## src/rtl/pdm_cic_decimator.sv

```systemverilog
// Third-order CIC (sinc^3) decimator turning packed 1-bit PDM words into unsigned PCM samples.
// Bits are integrated serially, one per clock; the comb section runs once per DECIMATION bits.
module pdm_cic_decimator #(
    parameter int unsigned WORD_LENGTH = 16,
    parameter int unsigned DECIMATION  = 64,
    parameter int unsigned ACC_WIDTH   = 20,
    parameter int unsigned OUT_WIDTH   = 16
) (
    input  logic                   clock_i,
    input  logic                   reset_i,
    input  logic                   enable_i,
    input  logic                   data_valid_i,
    input  logic [WORD_LENGTH-1:0] data_i,
    output logic                   busy_o,
    output logic [OUT_WIDTH-1:0]   sample_o,
    output logic                   sample_valid_o,
    output logic                   overrun_o
);

    localparam int unsigned BitCntW  = $clog2(WORD_LENGTH);
    localparam int unsigned DecCntW  = $clog2(DECIMATION) + 1;
    localparam int unsigned GainBits = 3 * $clog2(DECIMATION);

    typedef enum logic [1:0] {StIdle, StShift, StComb, StOut} state_e;

    state_e                 r_state;
    logic [WORD_LENGTH-1:0] r_shift;
    logic [BitCntW-1:0]     r_bit_cnt;
    logic [DecCntW-1:0]     r_dec_cnt;
    logic [ACC_WIDTH-1:0]   r_i1, r_i2, r_i3;
    logic [ACC_WIDTH-1:0]   r_d1, r_d2, r_d3;
    logic [ACC_WIDTH-1:0]   r_c3;
    logic [OUT_WIDTH-1:0]   r_sample;
    logic                   r_sample_valid;
    logic                   r_overrun;

    logic                   w_x;
    logic [ACC_WIDTH-1:0]   w_i1, w_i2, w_i3;
    logic [ACC_WIDTH-1:0]   w_c1, w_c2, w_c3;
    logic [GainBits-1:0]    w_sat;
    logic                   w_last_bit;
    logic [DecCntW-1:0]     w_dec_next;

    assign w_x        = r_shift[WORD_LENGTH-1];
    assign w_i1       = r_i1 + {{(ACC_WIDTH-1){1'b0}}, w_x};
    assign w_i2       = r_i2 + w_i1;
    assign w_i3       = r_i3 + w_i2;
    assign w_c1       = r_i3 - r_d1;
    assign w_c2       = w_c1 - r_d2;
    assign w_c3       = w_c2 - r_d3;
    assign w_last_bit = (r_bit_cnt == BitCntW'(WORD_LENGTH - 1));
    assign w_dec_next = r_dec_cnt + 1'b1;

    // Only full-scale input reaches DECIMATION^3; clip it to the largest code.
    assign w_sat = (|r_c3[ACC_WIDTH-1:GainBits]) ? '1 : r_c3[GainBits-1:0];

    always_ff @(posedge clock_i) begin
        if (reset_i || !enable_i) begin
            r_state        <= StIdle;
            r_shift        <= '0;
            r_bit_cnt      <= '0;
            r_dec_cnt      <= '0;
            r_i1           <= '0;
            r_i2           <= '0;
            r_i3           <= '0;
            r_d1           <= '0;
            r_d2           <= '0;
            r_d3           <= '0;
            r_c3           <= '0;
            r_sample       <= '0;
            r_sample_valid <= 1'b0;
            if (reset_i) begin
                r_overrun <= 1'b0;
            end
        end else begin
            r_sample_valid <= 1'b0;
            // A word offered while busy is dropped without touching the datapath.
            if (data_valid_i && (r_state != StIdle)) begin
                r_overrun <= 1'b1;
            end
            case (r_state)
                StIdle: begin
                    if (data_valid_i) begin
                        r_shift   <= data_i;
                        r_bit_cnt <= '0;
                        r_state   <= StShift;
                    end
                end
                StShift: begin
                    r_shift   <= {r_shift[WORD_LENGTH-2:0], 1'b0};
                    r_i1      <= w_i1;
                    r_i2      <= w_i2;
                    r_i3      <= w_i3;
                    r_bit_cnt <= r_bit_cnt + 1'b1;
                    r_dec_cnt <= w_dec_next;
                    if (w_last_bit) begin
                        if (w_dec_next == DecCntW'(DECIMATION)) begin
                            r_dec_cnt <= '0;
                            r_state   <= StComb;
                        end else begin
                            r_state <= StIdle;
                        end
                    end
                end
                StComb: begin
                    r_d1    <= r_i3;
                    r_d2    <= w_c1;
                    r_d3    <= w_c2;
                    r_c3    <= w_c3;
                    r_state <= StOut;
                end
                StOut: begin
                    r_sample       <= w_sat[GainBits-1 -: OUT_WIDTH];
                    r_sample_valid <= 1'b1;
                    r_state        <= StIdle;
                end
                default: r_state <= StIdle;
            endcase
        end
    end

    assign busy_o         = (r_state != StIdle);
    assign sample_o       = r_sample;
    assign sample_valid_o = r_sample_valid;
    assign overrun_o      = r_overrun;

endmodule

```

## config.mk

```make
export PLATFORM = sky130hd
export DESIGN_NAME = pdm_cic_decimator
export DESIGN_NICKNAME = d
export VERILOG_FILES = /design/src/rtl/pdm_cic_decimator.sv
export SDC_FILE = /design/constraint.sdc
export NUM_CORES = 1
export LEC_CHECK = 0
export ABC_AREA = 1
export CORE_AREA = 5 5 163 165
export DETAILED_ROUTE_END_ITERATION = 6
export DIE_AREA = 0 0 168 170
export HOLD_SLACK_MARGIN = 0.03
export PLACE_DENSITY_LB_ADDON = 0.15
export SYNTH_ARGS = -nofsm -noshare
export SYNTH_HDL_FRONTEND = slang
export SYNTH_SLANG_ARGS = --single-unit
```

## constraint.sdc

```tcl
create_clock -name clock_i -period 3.8 [get_ports clock_i]
set_input_delay 0.76 -clock clock_i [delete_from_list [all_inputs] [get_ports clock_i]]
set_output_delay 0.76 -clock clock_i [all_outputs]
set_load 0.05 [all_outputs]
```

==> metrics list, run 1 <==
- Result of the run: complete, but fails checks
* Violations in the final reports: negative setup slack
- Drt wl/cell: 16.1 um
* Synthesis-to-finish area growth: 47.3%
- The cell area that synthesis handed to floorplanning was 0.0123 mm2.
- Post-CTS Hold Fix Bufs: 0
- CP Launch Type: flip-flop
* Maximum buffer depth of the clock tree: 2
* Max Fanout on Critical Path: 3
* Largest net degree at the start of global routing: 79
- Synthesis warning total: 0
- Worst setup timing slack at the placement stage: -0.769 ns
* Proportion of layout cells with a drive suffix above 1: 0.329
- Leading cell types by total area after synthesis: sky130_fd_sc_hd__dfxtp_1 (30%), sky130_fd_sc_hd__ha_1 (10%), sky130_fd_sc_hd__inv_1 (8.9%)
* Synth Area in XOR/XNOR: 0.0661
* Routed wire length: 40300 um
- In this run the number of H-tree levels came out at 4.
- By startpoint and endpoint, the worst setup path is classified as flip-flop to flip-flop.
- Detailed routing inserted a total of 13400 vias.
- In the final routing, the length of wire on met1 measures 17000 um.
* Post-synth cell types: 53
* Layout Utilization: 0.729
* Top cell types by occurrence after synthesis: sky130_fd_sc_hd__inv_1 (293), sky130_fd_sc_hd__nand2_1 (253), sky130_fd_sc_hd__a21oi_1 (199)
* Global router's overall resource usage: 0.258
- Length of routed met3 wiring: 1640 um
- Final hold analysis gives a worst-case slack of 0.458 ns.
* Share of synthesized cell area in and, or, nand and nor gates: 0.190
* Worst endpoint required time: 4.18 ns
- Largest area contributor in the netlist: sky130_fd_sc_hd__dfxtp_1
* Final setup margin: -0.816 ns
- After floorplanning, the core was divided into 58 placement rows.
- Worst rel slew slack: 0.236
- Hold path depth: 2
- Routed Antenna Nets: 0
- By area, the combinational part of the netlist is dominated by compound AO/OA/AOI/OAI gates.
- Initial cell density of the core: 0.495
- When the netlist entered floorplanning its net count stood at 1893.
- The routed design could run at a clock period as short as 4.62 ns.
* Hold path endpoint: r_d1[13]
* Leak: 8.86 nW
* Number of max-cap violations: 0
- Across the routed clock network, the largest skew measured is 0.0165 ns.
* Worst hold path class: flip-flop to flip-flop
- The share of synthesized area in the top cell type comes to 0.299.
* Slew Viols, Final: 0
- Total power for the finished layout comes to 0.00720 W.
- CTS tree: yes
- Max Clk Rate: 217 MHz
- For the worst flop-to-flop path, the logic depth is 33.
* CTS root buf: sky130_fd_sc_hd__clkbuf_16
- Count of filler cells inserted in the layout: 1837
* Worst-Margin Slew: 1.14 ns
- Across the VDD grid, the largest voltage drop is 0.344 mV.
- Yosys instantiated no cell more often than sky130_fd_sc_hd__inv_1.
* R2R Setup Slk: -0.82 ns
* Die area: 0.0286 mm2
- In the finished design, the share of the clock period the worst path needs comes to 1.21.
- Synthesis produced 1771 cells.
- WP buf/inv: 7
- The startpoint identified for the worst hold timing path is r_d1[13].
* Setup tns final: -10.69 ns
* Clock net sink count: 185
* Synth Area in Compound Gates: 0.224
- The worst register-to-register path begins at r_shift[15].
- Final nets: 2282
- Horiz. Die Dim: 168 um
- The routed design uses 19800 um of met2 wire.
- Setup violations remaining at the end of the flow were counted as 23.
* Pwr/cell area: 397 mW/mm2
- Number of buffers created by CTS: 17
- The hold violation total from the final report was 0.
* I/O pin count: 39
- Counting flops with a built-in enable in the synthesized netlist gives 1.
- Of the synthesized area, sequential elements account for 0.301.
- Counting stages on the worst path, the most repeated cell is sky130_fd_sc_hd__nand2_2.
* Post-DP HPWL: 24900 um
* Adder-cell area share of the yosys netlist: 0.106
- Uppermost layer routed: met4
- Critical path arrival: 5.00 ns
* Placer Congestion: 0.891
- For this run, the detailed router's first-pass iteration total came to 5.
* Initial antenna violation count: 0
* Area of the core region: 0.0249 mm2
* Post-CTS clock slew at the launch and capture registers of the worst setup and hold paths: 0.08 ns
- The worst setup path is captured at a flip-flop.
- In the routed layout, each cell is associated on average with a via count of 5.37.
- Vias in the first global route: 13300
- Synth Register Bits: 185
- Among all flip-flop cells after synthesis, the most frequent one is sky130_fd_sc_hd__dfxtp_1.
- Of the post-synthesis cell area, the part taken by muxes is 0.
* First-pass GRT wire length: 61900 um
- Drc violations: 0
* Worst-Skew Late Latency: 0.45 ns
* Crit path max-delay cell type: sky130_fd_sc_hd__dfxtp_2
- Y dimension of the die: 170 um
- Summed over all layers, the global routing overflow is 0.
- Critical R2R Capture: r_i3[19]
* Count of port buffers added during placement: 38
- On the worst path, the slowest cell contributes a delay of 0.36 ns.
- Setup repair after global routing could not meet its margin everywhere.
- Cell class contributing the biggest share of worst-path delay: simple AND/OR/NAND/NOR gates
- Number of antenna diodes: 0
- Number of DRC markers in iteration 0: 879
- Post-synth ARST share: 0
- Dividing the synthesized area by the synthesized cell count gives 6.96 um2.
through the flow:
stage / instance area (um2) / instances
global route: 18200 / 2503
floorplan: 12400 / 1771
detailed placement: 15400 / 2393
global placement: 15400 / 2393
CTS: 17500 / 2485
finish: 18200 / 2503
state kept, by name (all words and copies together) (netlist names), named ones only:
| signal | cells |
|---|---|
| r_d1 | 20 |
| r_c3 | 18 |
| sample_valid_o | 1 |
| r_bit_cnt | 4 |
| r_state | 1 |
| r_d2 | 20 |
| r_i3 | 20 |
| r_i2 | 20 |
| r_shift | 16 |
| sample_o | 16 |
| r_i1 | 20 |
| overrun_o | 1 |
| r_dec_cnt | 7 |
| r_d3 | 20 |
report_power, final:
group / switching (W) / internal, W
Clock: 0.000992 / 0.000920
Combinational: 0.00167 / 0.00163
Sequential: 0.0000199 / 0.00196
cell families (layout without fill, tap and decap cells):
logic type / count (synthesis) / in the layout
flip-flops: 185 / 185
adder cells (fa/ha/maj): 102 / 102
AND/OR/NAND/NOR: 535 / 535
buffers and inverters: 360 / 762
XOR/XNOR: 93 / 93
AO/OA/AOI/OAI: 496 / 496
worst reg2reg max path: cells and delay by family (launching register included):
family | cells | cell delay, ns
simple gates | 18 | 1.89
compound gates | 2 | 0.23
buf+inv | 7 | 0.82
fa+ha+maj | 4 | 0.88
flops | 1 | 0.36
xor+xnor | 2 | 0.40
cell type report:
class / instances / area [um2] / area share
sequential: 185 / 3720 / 0.205
timing repair buffer: 427 / 3410 / 0.188
inverter: 303 / 1140 / 0.0627
tap: 330 / 413 / 0.0227
multi-input combinational: 1226 / 8840 / 0.487
clock inverter: 15 / 204 / 0.0112
clock buffer: 17 / 425 / 0.0234
cells in the final DEF (no fill, tap or decap), types with 7 or more instances in the layout:
cell type | Yosys | layout
sky130_fd_sc_hd__a22oi_1 | 15 | 15
sky130_fd_sc_hd__nor2_1 | 139 | 121
sky130_fd_sc_hd__o211ai_1 | 9 | 9
sky130_fd_sc_hd__o21ai_0 | 165 | 132
sky130_fd_sc_hd__nand2_4 | 1 | 9
sky130_fd_sc_hd__o21ai_1 | 26 | 40
sky130_fd_sc_hd__xnor2_1 | 23 | 15
sky130_fd_sc_hd__a21oi_2 | 13 | 40
sky130_fd_sc_hd__buf_4 | 0 | 366
sky130_fd_sc_hd__nand3_1 | 67 | 53
sky130_fd_sc_hd__xor2_4 | 0 | 7
sky130_fd_sc_hd__nor3_1 | 12 | 7
sky130_fd_sc_hd__clkbuf_16 | 0 | 17
sky130_fd_sc_hd__nand3_2 | 5 | 17
sky130_fd_sc_hd__inv_2 | 8 | 18
sky130_fd_sc_hd__a21oi_4 | 0 | 12
sky130_fd_sc_hd__buf_6 | 2 | 20
sky130_fd_sc_hd__nor2_4 | 2 | 10
sky130_fd_sc_hd__clkdlybuf4s50_1 | 0 | 38
sky130_fd_sc_hd__a21oi_1 | 199 | 160
sky130_fd_sc_hd__xor2_2 | 0 | 25
sky130_fd_sc_hd__ha_4 | 0 | 31
sky130_fd_sc_hd__dfxtp_1 | 184 | 180
sky130_fd_sc_hd__a21o_1 | 10 | 10
sky130_fd_sc_hd__nand4_1 | 20 | 20
sky130_fd_sc_hd__o21ai_2 | 4 | 18
sky130_fd_sc_hd__nand2_2 | 11 | 37
sky130_fd_sc_hd__inv_1 | 293 | 282
sky130_fd_sc_hd__ha_1 | 98 | 63
sky130_fd_sc_hd__xor2_1 | 70 | 38
sky130_fd_sc_hd__nand2_1 | 253 | 218
sky130_fd_sc_hd__a31oi_1 | 21 | 18
sky130_fd_sc_hd__nor2_2 | 5 | 15
routing by layer:
layer  GRT usage  up-vias
met5           0        -
met4       0.111        0
met3      0.0339      153
met2       0.462      396
met1       0.312     6289
li1            -     6609
timing repair:
action | 4_1_cts | 5_1_grt
setup buffers | 64 | 23
resized for setup | 206 | 105
endpoints found under the setup margin | 26 | 30
pin swaps | 123 | 89
how the worst max path moves through the flow:
stage / slack, ns / to / cells past startpoint / from
floorplan: -0.24 / r_c3[19] / 28 / r_i3[0]
global placement: -0.70 / r_c3[19] / 33 / r_i3[0]
detailed placement: -0.77 / r_c3[19] / 33 / r_i3[0]
CTS: -0.52 / r_c3[19] / 28 / r_i3[0]
global route: -0.96 / r_i3[19] / 33 / r_i1[0]
finish: -0.82 / r_i3[19] / 33 / r_shift[15]
No activity file was read; power rests on OpenSTA's default activity.
==> run 2: changes to the inputs <==
GPL_ROUTABILITY_DRIVEN = 0   (was unset)
==> metrics list, run 2 (same netlist as run 1, synthesis figures left out) <==
* Result of the run: complete, but fails checks (unchanged)
* Violations in the final reports: negative setup slack (unchanged)
* RSZ-0062 raised after global routing: yes (unchanged)
- Post-CTS clock slew at the launch and capture registers of the worst setup and hold paths: 0.08 ns (about the same)
- The worst reg-to-reg path cell count is 32 (was 33).
* I/O pin count: 39 (unchanged)
* Hold path depth: 2 (unchanged)
- The detailed-router iteration count before antenna repair came to 5 (unchanged).
* R2R Setup Slk: -0.71 ns (was -0.82 ns)
- The count of placed standard cells in the final layout, fillers left out came to 2497 (was 2503).
- Period minus WS final: 4.51 ns (was 4.62 ns)
- The CTS tree is yes (unchanged).
* Leading cell types in the layout, fill and taps excluded: sky130_fd_sc_hd__buf_4 (355), sky130_fd_sc_hd__inv_1 (277), sky130_fd_sc_hd__nand2_1 (191), sky130_fd_sc_hd__dfxtp_1 (178), sky130_fd_sc_hd__a21oi_1 (154) (was sky130_fd_sc_hd__buf_4 (366), sky130_fd_sc_hd__inv_1 (282), sky130_fd_sc_hd__nand2_1 (218), sky130_fd_sc_hd__dfxtp_1 (180), sky130_fd_sc_hd__a21oi_1 (160))
* Number of H-tree levels: 4 (unchanged)
- Number of buffers created by CTS: 17 (unchanged)
- The pin count of the biggest net entering global routing was 79 (unchanged).
- The slack of the critical path was -0.708 ns (was -0.816 ns).
- Routed wire length: 39600 um (was 40300 um)
- Clock share of power: 0.249 (was 0.266)
- The wire length of the first global-routing pass was 61200 um (was 61900 um).
- Portion of total power attributed to sequential cells: 0.254 (was 0.275)
- The endpoint of the worst hold path is r_d1[17] (was r_d1[13]).
- Routed Antenna Nets: 0 (unchanged)
- The finished layout cell area was 0.0184 mm2 (was 0.0182 mm2).
- Critical path class: flip-flop to flip-flop (unchanged)
* Vias in the first global route: 13100 (was 13300)
- The final-report setup violation count came to 23 (unchanged).
- The number of placement rows came to 58 (unchanged).
- Post-DP HPWL: 25000 um (was 24900 um)
* Clock net sink count: 185 (unchanged)
- Synthesis-to-finish area growth: 49.7% (was 47.3%)
- Combinational share of power: 0.497 (was 0.459)
- The launch instance of the worst min-delay path is r_d1[17] (was r_d1[13]).
* Reg2Reg Launch Point: r_i3[0] (was r_shift[15])
- The cell-internal power came to 0.00480 W (was 0.00451 W).
- The leakage power total came to 8.95 nW (was 8.86 nW).
- Max Fanout on Critical Path: 4 (was 3)
* Post-CTS Hold Fix Bufs: 0 (unchanged)
- The total power density per cell area came to 424 mW/mm2 (was 397 mW/mm2).
* Count of port buffers added during placement: 38 (unchanged)
- The critical path's largest stage delay was 0.35 ns (was 0.36 ns).
- Initial cell density of the core: 0.495 (unchanged)
- Global router's overall resource usage: 0.254 (was 0.258)
- The standard cell area after detailed placement came to 0.0153 mm2 (was 0.0154 mm2).
- The reg-to-reg critical path endpoint is r_c3[17] (was r_i3[19]).
- The highest clock rate was 222 MHz (was 217 MHz).
* CTS root buf: sky130_fd_sc_hd__clkbuf_16 (unchanged)
- The number of max-slew violations in the final report was 0 (unchanged).
- Number of failing hold endpoints at the final stage: 0 (unchanged)
- Period utilisation layout: 1.19 (was 1.21)
* Y dimension of the die: 170 um (unchanged)
* Critical Path Most Common Cell: sky130_fd_sc_hd__nand2_2 (unchanged)
- Worst endpoint required time: 4.15 ns (was 4.18 ns)
- The net total in the final layout is 2276 (was 2282).
- Worst-Skew Late Latency: 0.46 ns (was 0.45 ns)
- The core footprint is 0.0249 mm2 (unchanged).
- Horiz. Die Dim: 168 um (unchanged)
- Number of max-cap violations: 0 (unchanged)
- The worst min-delay path category is flip-flop to flip-flop (unchanged).
* Worst-Margin Slew: 1.21 ns (was 1.14 ns)
- Crit path max-delay cell type: sky130_fd_sc_hd__fa_2 (was sky130_fd_sc_hd__dfxtp_2)
- The share of layout cells above drive strength 1 is 0.352 (was 0.329).
- The most common cell after layout, fill and taps aside is sky130_fd_sc_hd__buf_4 (unchanged).
* Drt wl/cell: 15.8 um (was 16.1 um)
* Worst setup timing slack at the placement stage: -0.710 ns (was -0.769 ns)
- The overall power consumption came to 0.00782 W (was 0.00720 W).
- Cell total after placement: 2380 (was 2393)
* IR drop worst, VDD: 0.414 mV (was 0.344 mV)
- Fin Clk Skew: 0.0192 ns (was 0.0165 ns)
- Critical path capture point type: flip-flop (unchanged)
* Grt total ovfl: 0 (unchanged)
- CP Launch Type: flip-flop (unchanged)
* Worst rel slew slack: 0.187 (was 0.236)
- The detailed router's first-iteration violation count was 886 (was 879).
* Setup tns final: -10.17 ns (was -10.69 ns)
- The number of design rule violations left after detail routing came to 0 (unchanged).
- Maximum buffer depth of the clock tree: 2 (unchanged)
- Net switching power of the design: 0.00302 W (was 0.00269 W)
- The count of vias placed by the detailed router was 13400 (about the same).
- The total die area was 0.0286 mm2 (unchanged).
* Number of antenna diodes: 0 (unchanged)
* Switching Share: 0.386 (was 0.373)
- Initial antenna violation count: 0 (unchanged)
* Critical path arrival: 4.86 ns (was 5.00 ns)
- Post-DR vias/cell: 5.38 (was 5.37)
[run 2: cell count changes in the layout (fill, tap and decap cells not counted), sizes merged]
cell / delta
buf: -6
clkinv: -1
inv: +1
[run 2: metal layers]
metal,part of all wire,global-route usage
met4,0.038,0.0988
met5,0,0
met1,0.42,0.302
met3,0.038,0.0332
met2,0.51,0.466
[run 2: stage by stage]
step / hold slack [ns] / utilization
detailed placement: 0.454 / 0.613
CTS: 0.465 / 0.700
global placement: 0.446 / 0.613
finish: 0.466 / 0.741
floorplan: 0.433 / -
global route: 0.488 / 0.741
[run 2: timing repair]
action / in CTS / in global routing
resized for setup: 231 / 164
buffers inserted: 59 / 40
pin swaps: 143 / 139
endpoints found under the setup margin: 24 / 30
[run 2: worst max path at each step]
stage / from / to
after floorplan: r_i3[0] / r_c3[19]
after global placement: r_i3[0] / r_c3[18]
after detailed placement: r_i3[0] / r_c3[18]
after CTS: r_i3[0] / r_c3[17]
after global routing: r_i3[0] / r_c3[17]
final: r_i3[0] / r_c3[17]
[run 2: power by group through the flow]
stage | Clock (W) | Combinational (W) | Sequential (W)
after floorplan | 0 | 0.00151 | 0.00203
after global placement | 0 | 0.00260 | 0.00203
after detailed placement | 0 | 0.00263 | 0.00203
after CTS | 0.00199 | 0.00336 | 0.00198
after global routing | 0.00205 | 0.00415 | 0.00199
final | 0.00195 | 0.00389 | 0.00198
[run 2: cell type report]
cell class	instances	area (um2)
clock inverters	15	218
clock buffers	17	425
repair buffers	421	3390
inverters	303	1140
fillers	1753	6450
multi-input cells	1226	9140
well taps	330	413
flip-flops and latches	185	3720
[run 2: worst max-delay path, delay by kind of cell (launching register included)]
family / cells / cell delay [ns]
AOI/OAI and AO/OA: 4 / 0.67
xor gates and xnor gates: 2 / 0.37
adders and majority gates: 4 / 0.93
buffers and inverters: 7 / 0.60
DFF: 1 / 0.34
and+or+nand+nor: 15 / 1.49
==> run 3: changes to the inputs <==
CAP_MARGIN = 0   (was unset)
TNS_END_PERCENT = 100   (was unset)
==> results of run 3 <==
No change in the layout: final DEF, timing and power equal those of run 2.
